===== src/rtl/ov7670_frame_ctrl.sv =====
// OV7670 frame capture controller.
// Arms on a snapshot request and gates the capture datapath for whole
// frames only, always starting at a vsync falling edge. It can capture a
// single frame or every frame, and counts completed frames.
// Optional geometry checking (lines per frame, bytes per line) is compiled
// in when the macro OV7670_FRAME_CHECK_EN is defined; otherwise frame_err
// is tied low.
module ov7670_frame_ctrl #(
  parameter int LINES  = 240,
  parameter int PIXELS = 320
) (
  input  logic       pclk_12,
  input  logic       reset_n,
  input  logic       config_done,
  input  logic       snap_req,
  input  logic       continuous,
  input  logic       vsync,
  input  logic       href,
  output logic       capture_en,
  output logic       busy,
  output logic       frame_done,
  output logic       frame_err,
  output logic [7:0] frame_count
);

  typedef enum logic [1:0] {
    IDLE    = 2'd0,
    ARM     = 2'd1,
    CAPTURE = 2'd2,
    DONE    = 2'd3
  } state_t;

  state_t     state_q, state_d;
  logic       vsync_q;
  logic       href_q;
  logic       capture_en_q;
  logic [7:0] count_q;

  logic vsync_fall;
  logic vsync_rise;
  logic href_fall;

  assign vsync_fall = vsync_q & ~vsync;
  assign vsync_rise = ~vsync_q & vsync;
  assign href_fall  = href_q & ~href;

  // Next-state logic; losing sensor configuration always forces IDLE.
  always_comb begin
    state_d = state_q;
    if (!config_done) begin
      state_d = IDLE;
    end else begin
      case (state_q)
        IDLE:    if (snap_req)   state_d = ARM;
        ARM:     if (vsync_fall) state_d = CAPTURE;
        CAPTURE: if (vsync_rise) state_d = DONE;
        DONE:    state_d = continuous ? ARM : IDLE;
        default: state_d = IDLE;
      endcase
    end
  end

  // State, sync-edge history, capture gate and completed-frame counter.
  always_ff @(posedge pclk_12 or negedge reset_n) begin
    if (!reset_n) begin
      state_q      <= IDLE;
      vsync_q      <= 1'b1;
      href_q       <= 1'b0;
      capture_en_q <= 1'b0;
      count_q      <= 8'd0;
    end else begin
      state_q      <= state_d;
      vsync_q      <= vsync;
      href_q       <= href;
      capture_en_q <= (state_d == CAPTURE);
      if (state_d == DONE) begin
        count_q <= count_q + 8'd1;
      end
    end
  end

  assign capture_en  = capture_en_q;
  assign busy        = (state_q != IDLE);
  assign frame_done  = (state_q == DONE);
  assign frame_count = count_q;

`ifdef OV7670_FRAME_CHECK_EN
  logic [9:0] byte_q;
  logic [8:0] line_q;
  logic       sticky_q;
  logic       frame_err_q;
  logic       enter_capture;

  assign enter_capture = (state_d == CAPTURE) && (state_q != CAPTURE);

  // Per-frame geometry counters; the error flag is latched as DONE is entered
  // so it is valid alongside frame_done and held until the next frame ends.
  always_ff @(posedge pclk_12 or negedge reset_n) begin
    if (!reset_n) begin
      byte_q      <= 10'd0;
      line_q      <= 9'd0;
      sticky_q    <= 1'b0;
      frame_err_q <= 1'b0;
    end else begin
      if (enter_capture) begin
        byte_q   <= 10'd0;
        line_q   <= 9'd0;
        sticky_q <= 1'b0;
      end else if (state_q == CAPTURE) begin
        if (href_fall) begin
          byte_q <= 10'd0;
          if (line_q != 9'd511) begin
            line_q <= line_q + 9'd1;
          end
          if (byte_q != 10'(PIXELS)) begin
            sticky_q <= 1'b1;
          end
        end else if (href && (byte_q != 10'd1023)) begin
          byte_q <= byte_q + 10'd1;
        end
      end
      if (state_d == DONE) begin
        frame_err_q <= sticky_q | (line_q != 9'(LINES));
      end
    end
  end

  assign frame_err = frame_err_q;
`else
  logic unused_geometry;

  assign unused_geometry = ^{href_fall, (LINES != 0), (PIXELS != 0)};
  assign frame_err       = 1'b0;
`endif

endmodule


===== config.mk =====
export PLATFORM = sky130hd
export DESIGN_NAME = ov7670_frame_ctrl
export DESIGN_NICKNAME = d
export VERILOG_FILES = /design/src/rtl/ov7670_frame_ctrl.sv
export SDC_FILE = /design/constraint.sdc
export NUM_CORES = 1
export LEC_CHECK = 0
export BUFFER_PORTS_ARGS = -buffer_cell sky130_fd_sc_hd__clkbuf_2
export CORE_AREA = 2 2 41 43
export DETAILED_ROUTE_END_ITERATION = 10
export DIE_AREA = 0 0 43 45
export PLACE_DENSITY_LB_ADDON = 0.2
export SYNTH_ARGS = -nofsm -noshare
export SYNTH_HDL_FRONTEND = slang
export SYNTH_SLANG_ARGS = --single-unit

===== constraint.sdc =====
create_clock -name pclk_12 -period 1.2 [get_ports pclk_12]
set_input_delay 0.18 -clock pclk_12 [delete_from_list [all_inputs] [get_ports pclk_12]]
set_output_delay 0.18 -clock pclk_12 [all_outputs]
set_load 0.02 [all_outputs]

[Word-level counts from Yosys, hierarchy flattened]
Cells that the tools add are included.
Word-level totals
  bits in read-only memories: 0
  input bits: 7
  bits in writable memories: 0
  output and inout port bits: 12
  logic and storage cells: 22
  memories: 0
  register bits after elaboration: 12
  bits in latches: 0
Operators by class
  eq/ne operators: 5
  $mul: 0
  reductions and logical operators: 2
  bitwise logic cells: 4
  shift operators: 0
  add/sub/neg operators: 1
  magnitude comparators: 0
  mux-type cells: 6
  divide/modulo/power cells: 0
Operator list (number)
  $add 8x1->8 const B: 1
  $eq 2x2->1 const B: 4
  $mux 2: 4
  $pmux 2 s4: 1
  $and 1x1->1: 2
  $eq 2x1->1 const B: 1
  $logic_not 2->1: 1
  $not 1->1: 2
  $reduce_bool 2->1: 1
  $mux 1: 1

[Logic depth before layout (Yosys ltp)]
Gate-level depths: netlist of the first run.
  word-level depth: 6
  mapped depth: 4
  mapped depth without buffers: 4

[Least setup slack after synthesis of the first run]
OpenSTA, ideal clock, no wires.
  path type: register -> register
  from: register state_q[0]
  to: register count_q[1] (netlist: frame_count[1])
  clock period less this slack: 1323 ps
  stages on the path, launching flop included: 5
  library setup time: 125 ps
  path slack: -123 ps
  data required time: 1075 ps
  data arrival time: 1198 ps
  path buffers: 1
  path through: dfrtp_1 > nor4bb_1 > buf_4 > nand2_4 > mux2_4
Between the ends
  cells in the longest elaborated chain, start to end: 4
  elaborated cells on any way between the ends: 10
  those cells by class: 4 x eq/ne; 5 x mux; 1 x reduce/logical
RTL lines
  start, declared: RTL line 33  | state_t state_q, state_d;
  start signal, assigned: RTL line 72  | state_q <= state_d;
  $eq 2x2->1, or another cell as far along: RTL line 53  | case (state_q)
  $pmux 2 s4 *: RTL line 53
  $mux 2 *: RTL line 50  | if (!config_done) begin
  $eq 2x2->1 *: RTL line 76  | if (state_d == DONE) begin
  end signal, assigned: RTL line 77  | count_q <= count_q + 8'd1;
  end, declared: RTL line 37  | logic [7:0] count_q;
Every way passes the cells marked *; elsewhere a longest branch is shown, timed or not.
A chain may end at the register's enable or synchronous reset.

[Worst setup path in the final report of the first run]
  from: register state_q[1]
  to: output busy
Between the ends
  cells in the longest elaborated chain, start to end: 1
RTL lines
  $reduce_bool 2->1: RTL line 83  | assign busy = (state_q != IDLE);
  end, declared: RTL line 20  | output logic busy,
No other way between the ends.

==> results of run 1 <==
[cell families (layout without fill, tap and decap cells)]
group	after synthesis	after routing	share of synthesized area, %
other cells	1	1	0.628
buf+inv	4	33	3.77
xor+xnor	7	7	10.3
compound gates	6	6	6.71
mux	1	1	2.51
simple gates	21	21	23.5
flops	12	12	50.5
fa+ha+maj	1	1	2.10
[state kept, by name (all words and copies together) (netlist names)]
signal and count:
frame_count 8, state_q 2, capture_en 1, vsync_q 1
[critical path, cell delays in order (launching register included)]
cell      delay (ps)
dfrtp_1          380
buf_6            120
or2_1            220
clkbuf_8         150
[cell type report]
class | count | area (um^2) | area share, %
Tap cell | 16 | 20.0 | 2.25
Inverter | 2 | 7.51 | 0.844
Timing Repair Buffer | 27 | 211 | 23.8
Multi-Input combinational cell | 37 | 313 | 35.2
Clock buffer | 4 | 36.3 | 4.08
Sequential cell | 12 | 302 | 33.9
[layout by cell type (no fill, tap or decap), types with 2 or more instances in the layout]
cell type / instances
nand2_4: 2
xnor2_2: 2
clkbuf_2: 14
buf_4: 5
nand4_1: 4
buf_6: 4
inv_1: 2
and3_1: 2
clkbuf_8: 2
clkbuf_4: 3
dfrtp_1: 11
and2_1: 2
xnor2_1: 5
[power by group through the flow]
stage	registers (uW)	clock network, uW	logic (uW)
after floorplan	463	0	45.7
after global placement	445	0	116
after detailed placement	446	0	117
after CTS	439	322	138
after global routing	445	351	167
final	443	311	152
[what timing repair did]
action | in CTS | in global routing
pin swaps | 7 | 4
hold endpoints to repair | 11 | 0
hold buffers | 1 | 0
endpoints found under the setup margin | 10 | 12
resized for setup | 10 | 8
setup buffers | 2 | 1
[worst min path at each step]
stage / to / slack, ps / cells past startpoint
6_report: vsync_q$_DFF_PN1_ / 130 / 2
5_1_grt: vsync_q$_DFF_PN1_ / 120 / 2
4_1_cts: vsync_q$_DFF_PN1_ / 130 / 2
3_5_place_dp: capture_en$_DFF_PN0_ / 80 / 1
3_3_place_gp: capture_en$_DFF_PN0_ / 80 / 1
2_1_floorplan: capture_en$_DFF_PN0_ / -120 / 0
[metrics by stage]
step | total power [uW] | area, um^2 | instances | util, % | setup WS (ps)
after floorplan | 509 | 597 | 53 | - | -105
after global placement | 561 | 734 | 90 | 49.9 | -95.6
after detailed placement | 563 | 734 | 90 | 49.9 | -126
after CTS | 899 | 847 | 97 | 57.6 | -138
after global routing | 962 | 890 | 98 | 60.5 | -186
final | 906 | 890 | 98 | 60.5 | -128
[routing by layer]
layer / up-vias / GRT usage [%] / wire length, um
li1: 242 / - / -
met2: 11 / 18.8 / 553
met4: 0 / 5.45 / 11
met5: - / 0 / 0
met1: 215 / 17.0 / 497
met3: 2 / 7.20 / 67
==> impl_metrics.csv, run 1 <==
group,metric,value,unit
pwr,vdd_ir_drop_max,0.840,mV
route,avgViaCountPerCell,4.80,
floorplanning,initial_core_util,40.6,%
setup_path,cp-startpoint,"state_q[1]$_DFF_PN0_",
pwr,p_leak,0.000479,uW
setup_path,timing.rr.end,"frame_count[1]$_DFFE_PN0N_",
setup_path,worstSetupPathType,"flop to output pin",
setup_path,r2r-start,"state_q[0]$_DFF_PN0_",
pwr,seq_power_share,48.9,%
placed_design,io_buffers,16,
sta,finalHoldViolations,0,
route,drt_iter0_markers,3,
clock_network,htree_levels,1,
route,drt-pass1-iter-count,4,
route,vias,470,
sta,skew,3.03,ps
route,routed_wl,1.13,mm
synthesis,synth.distinct_cells,28,
outcome,violations,"negative setup slack",
floorplanning,die-area,1940,um^2
clock_network,path_clk_slew,70,ps
synthesis,synth_commonest_cells,"11 x dfrtp_1, 7 x xnor2_1, 4 x nand4_1",
synthesis,synthCells,53,
sta,setup_viol,11,
sta,fin_crit,1330,ps
synthesis,ys_seq_area_share,50.5,%
sta,finalSetupTns,-1030,ps
floorplanning,die_h,45,um
final_layout,layout.nets,91,
pwr,combPwrFrac,16.8,%
setup_path,worst_setup_path_start_kind,"flop",
pwr,p_sw_share,24.6,%
outcome,outcome,"finished with violations",
global_route,grt_pass1_vias,405,
setup_path,crit_arrival,1150,ps
final_layout,syn_to_final_growth,49.1,%
synthesis,yosysTopAreaCell,"dfrtp_1",
pwr,power_switching,223,uW
global_route,grt_pass1_wl,1.81,mm
synthesis,yosysTopAreaCellShare,46.1,%
sta,finalHoldWorstSlack,133,ps
clock_network,tritoncts,"done",
setup_path,required,1020,ps
run,drv_cap,0,
placed_design,place.gp.congestion,0.754,
sta,setup_ws,-128,ps
setup_path,worstPathMaxFanout,5,
setup_path,crit_path_end,"busy",
floorplanning,rows,14,
min_path,hold_class,"input port to flop",
synthesis,yosysMostFrequentCell,"dfrtp_1",
synthesis,netlist_area,597,um^2
route,drt-wirelength-per-cell,11.5,um
pwr,power.internal,683,uW
sta,period_share,111,%
setup_path,reg2reg_depth,4,
floorplanning,die_w,43,um
synthesis,synth_area_leaders,"dfrtp_1 46%, xnor2_1 10%, dfstp_2 4.4%",
clock_network,clockBufferDepth,2,
synthesis,ys_async_sr_fraction,100,%
global_route,grt_max_degree,13,
placed_design,dp_hpwl,760,um
synthesis,synthesis.nets,61,
floorplanning,ioPinCount,19,
final_layout,nFillCells,133,
synthesis,synth_edf_count,0,
final_layout,diodes,0,
synthesis,ys_warn_count,0,
synthesis,synth-seq-cells,12,
route,ant_nets,0,
pwr,p_per_area,1020,nW/um^2
global_route,gr-total-overflow,0,
sta,slew_viol_final,0,
synthesis,synth_area_per_cell,11.3,um^2
synthesis,synth_ff_type,"dfrtp_1",
route,post-route-drc-count,0,
clock_network,numClockSinks,12,
global_route,grt_usage,13.3,%
clock_network,cts_made_buffers,3,
setup_path,r2r_slack,-130,ps
setup_path,endpoint_kind,"output pin",
min_path,worstHoldStart,"vsync",
final_layout,layout-drive-gt1-share,50.0,%
floorplanning,core,1470,um^2
sta,rsz0062_at_grt,"yes",
clock_network,root_buffer,"clkbuf_4",
sta,fmax,753,MHz
pwr,p_clk_share,34.3,%
global_route,antenna_found_initial,0,
clock_network,clk_latency,270,ps
(Power assumes the default switching activity.)
==> run 2: changes to the inputs <==
- ABC_AREA: default -> 0
- TNS_END_PERCENT: default -> 5
==> run 2 against run 1 <==
Compared with the run above:
- the run still ends with negative setup slack left
- fmax fell by 1.0%
- sequential share of layout area up 3.5 points
- core utilization shrank 5.6 points
- power decreased by 9.0%
- wire length shrank 5.3%
- first-iteration DRC count rose by 100%
- flip-flop and latch count stayed put
- combinational power is 12% lower
- cell count decreased by 3.1%
==> impl_metrics.csv, run 2 (same netlist as run 1, synthesis figures left out) <==
group,metric,value,unit
clock_network,numClockSinks,12,
final_layout,layout-drive-gt1-share,40.5,%
clock_network,path_clk_slew,70,ps
sta,fmax,745,MHz
route,drt_iter0_markers,6,
final_layout,syn_to_final_growth,35.2,%
route,drt-pass1-iter-count,2,
clock_network,clockBufferDepth,2,
floorplanning,rows,14,
sta,skew,4.38,ps
pwr,p_per_area,1020,nW/um^2
route,post-route-drc-count,0,
sta,period_share,112,%
sta,setup_ws,-142,ps
route,vias,455,
final_layout,layout.nets,88,
run,drv_cap,0,
setup_path,cp_top_family,"flip-flops",
floorplanning,ioPinCount,19,
route,drt-wirelength-per-cell,11.3,um
final_layout,ff_latch_area,302,um^2
setup_path,worst-path-buf-inv,2,
sta,setup_viol,9,
min_path,hold_class,"input port to flop",
final_layout,diodes,0,
setup_path,crit_arrival,1160,ps
setup_path,reg2reg_depth,4,
global_route,grt_pass1_wl,1.86,mm
sta,finalHoldViolations,0,
placed_design,io_buffers,16,
sta,finalHoldWorstSlack,148,ps
pwr,vdd_ir_drop_max,0.658,mV
setup_path,worstSetupPathType,"flop to output pin",
setup_path,worstPathMaxFanout,7,
global_route,gr-total-overflow,0,
pwr,p_leak,0.000420,uW
final_layout,layout.cells.most_common,"clkbuf_2",
floorplanning,die-area,1940,um^2
route,ant_nets,0,
outcome,outcome,"finished with violations",
final_layout,stdcell_area,807,um^2
min_path,min_path_cells,2,
setup_path,cp.depth,3,
setup_path,critical_path.max_stage_delay,390,ps
final_layout,multi_input_area,283,um^2
clock_network,cts_made_buffers,3,
final_layout,largest_reg_flops,8,
setup_path,crit_chain,"buf_6 > or2_1 > clkbuf_8",
global_route,grt_usage,13.2,%
route,avgViaCountPerCell,4.79,
placed_design,dp_hpwl,786,um
placed_design,placed_area,727,um^2
global_route,grt_max_degree,13,
global_route,grt_pass1_vias,432,
floorplanning,core,1470,um^2
setup_path,required,1020,ps
sta,rsz0062_at_grt,"yes",
setup_path,endpoint_kind,"output pin",
final_layout,layout_common_cells,"14 x clkbuf_2, 11 x dfrtp_1, 7 x xnor2_1",
final_layout,final_util,54.8,%
placed_design,place.gp.congestion,0.708,
outcome,violations,"negative setup slack",
floorplanning,die_h,45,um
clock_network,htree_levels,1,
sta,slew_viol_final,0,
global_route,antenna_found_initial,0,
sta,fin_crit,1340,ps
route,routed_wl,1.07,mm
floorplanning,die_w,43,um
final_layout,nFillCells,147,
setup_path,worst_setup_path_start_kind,"flop",
clock_network,clk_latency,260,ps
clock_network,root_buffer,"clkbuf_4",
setup_path,cp_slowest_cell,"dfrtp_1",
floorplanning,initial_core_util,40.6,%
clock_network,tritoncts,"done",
[run 2: changes by cell type in the layout (fill, tap and decap cells not counted), sizes merged]
cell / previous run / this run
buf: 11 / 8
[run 2: stage by stage]
step           power (uW)  setup slack (ps)  cells  setup TNS, ps
2_1_floorplan         509              -106     53           -177
3_5_place_dp          563             -82.6     89           -145
5_1_grt               878              -227     95          -1600
3_3_place_gp          562              -100     89           -245
4_1_cts               839              -141     95           -483
6_report              824              -142     95           -427
[run 2: area by class of cell]
cell class	instances	share of cell area (%)
flip-flops and latches	12	37.4
multi-input cells	37	35.0
repair buffers	24	20.9
clock buffers	4	3.26
well taps	16	2.48
inverters	2	0.930
[run 2: worst register-to-register path, stage by stage, from the launching register on]
cell and delay, ps:
dfrtp_1 400, nor4bb_2 260, buf_4 200, nand2_4 60, mux2_4 290
[run 2: final timing paths]
kind	from	to	slack, ps
setup / recovery	state_q[1]$_DFF_PN0_	busy	-140
hold / removal	vsync	vsync_q$_DFF_PN1_	150
setup reg to reg	state_q[0]$_DFF_PN0_	frame_count[1]$_DFFE_PN0N_	-110
hold reg to reg	frame_count[7]$_DFFE_PN0N_	frame_count[7]$_DFFE_PN0N_	480
max in group asynchronous	reset_n	vsync_q$_DFF_PN1_	590
min in group asynchronous	reset_n	frame_count[7]$_DFFE_PN0N_	330
[run 2: layer usage]
layer,up-vias,global-route usage (%),share of wire [%]
met5,-,0,0
met4,0,7.27,0
met3,0,3.60,3.2
met2,8,17.9,46
met1,204,19.0,51
li1,243,-,-
[run 2: timing repair]
action                     4_1_cts  5_1_grt
buffers inserted                 1        0
hold endpoints to repair        11        0
hold buffers                     1        0
gates resized for setup          5        6
setup endpoints to repair        8       12
pin swaps                        2        2
[run 2: where the power goes]
part / switching [uW] / internal [uW]
sequential: 17.5 / 423
combinational: 69.0 / 65.0
clock: 122 / 128
total: 208 / 616
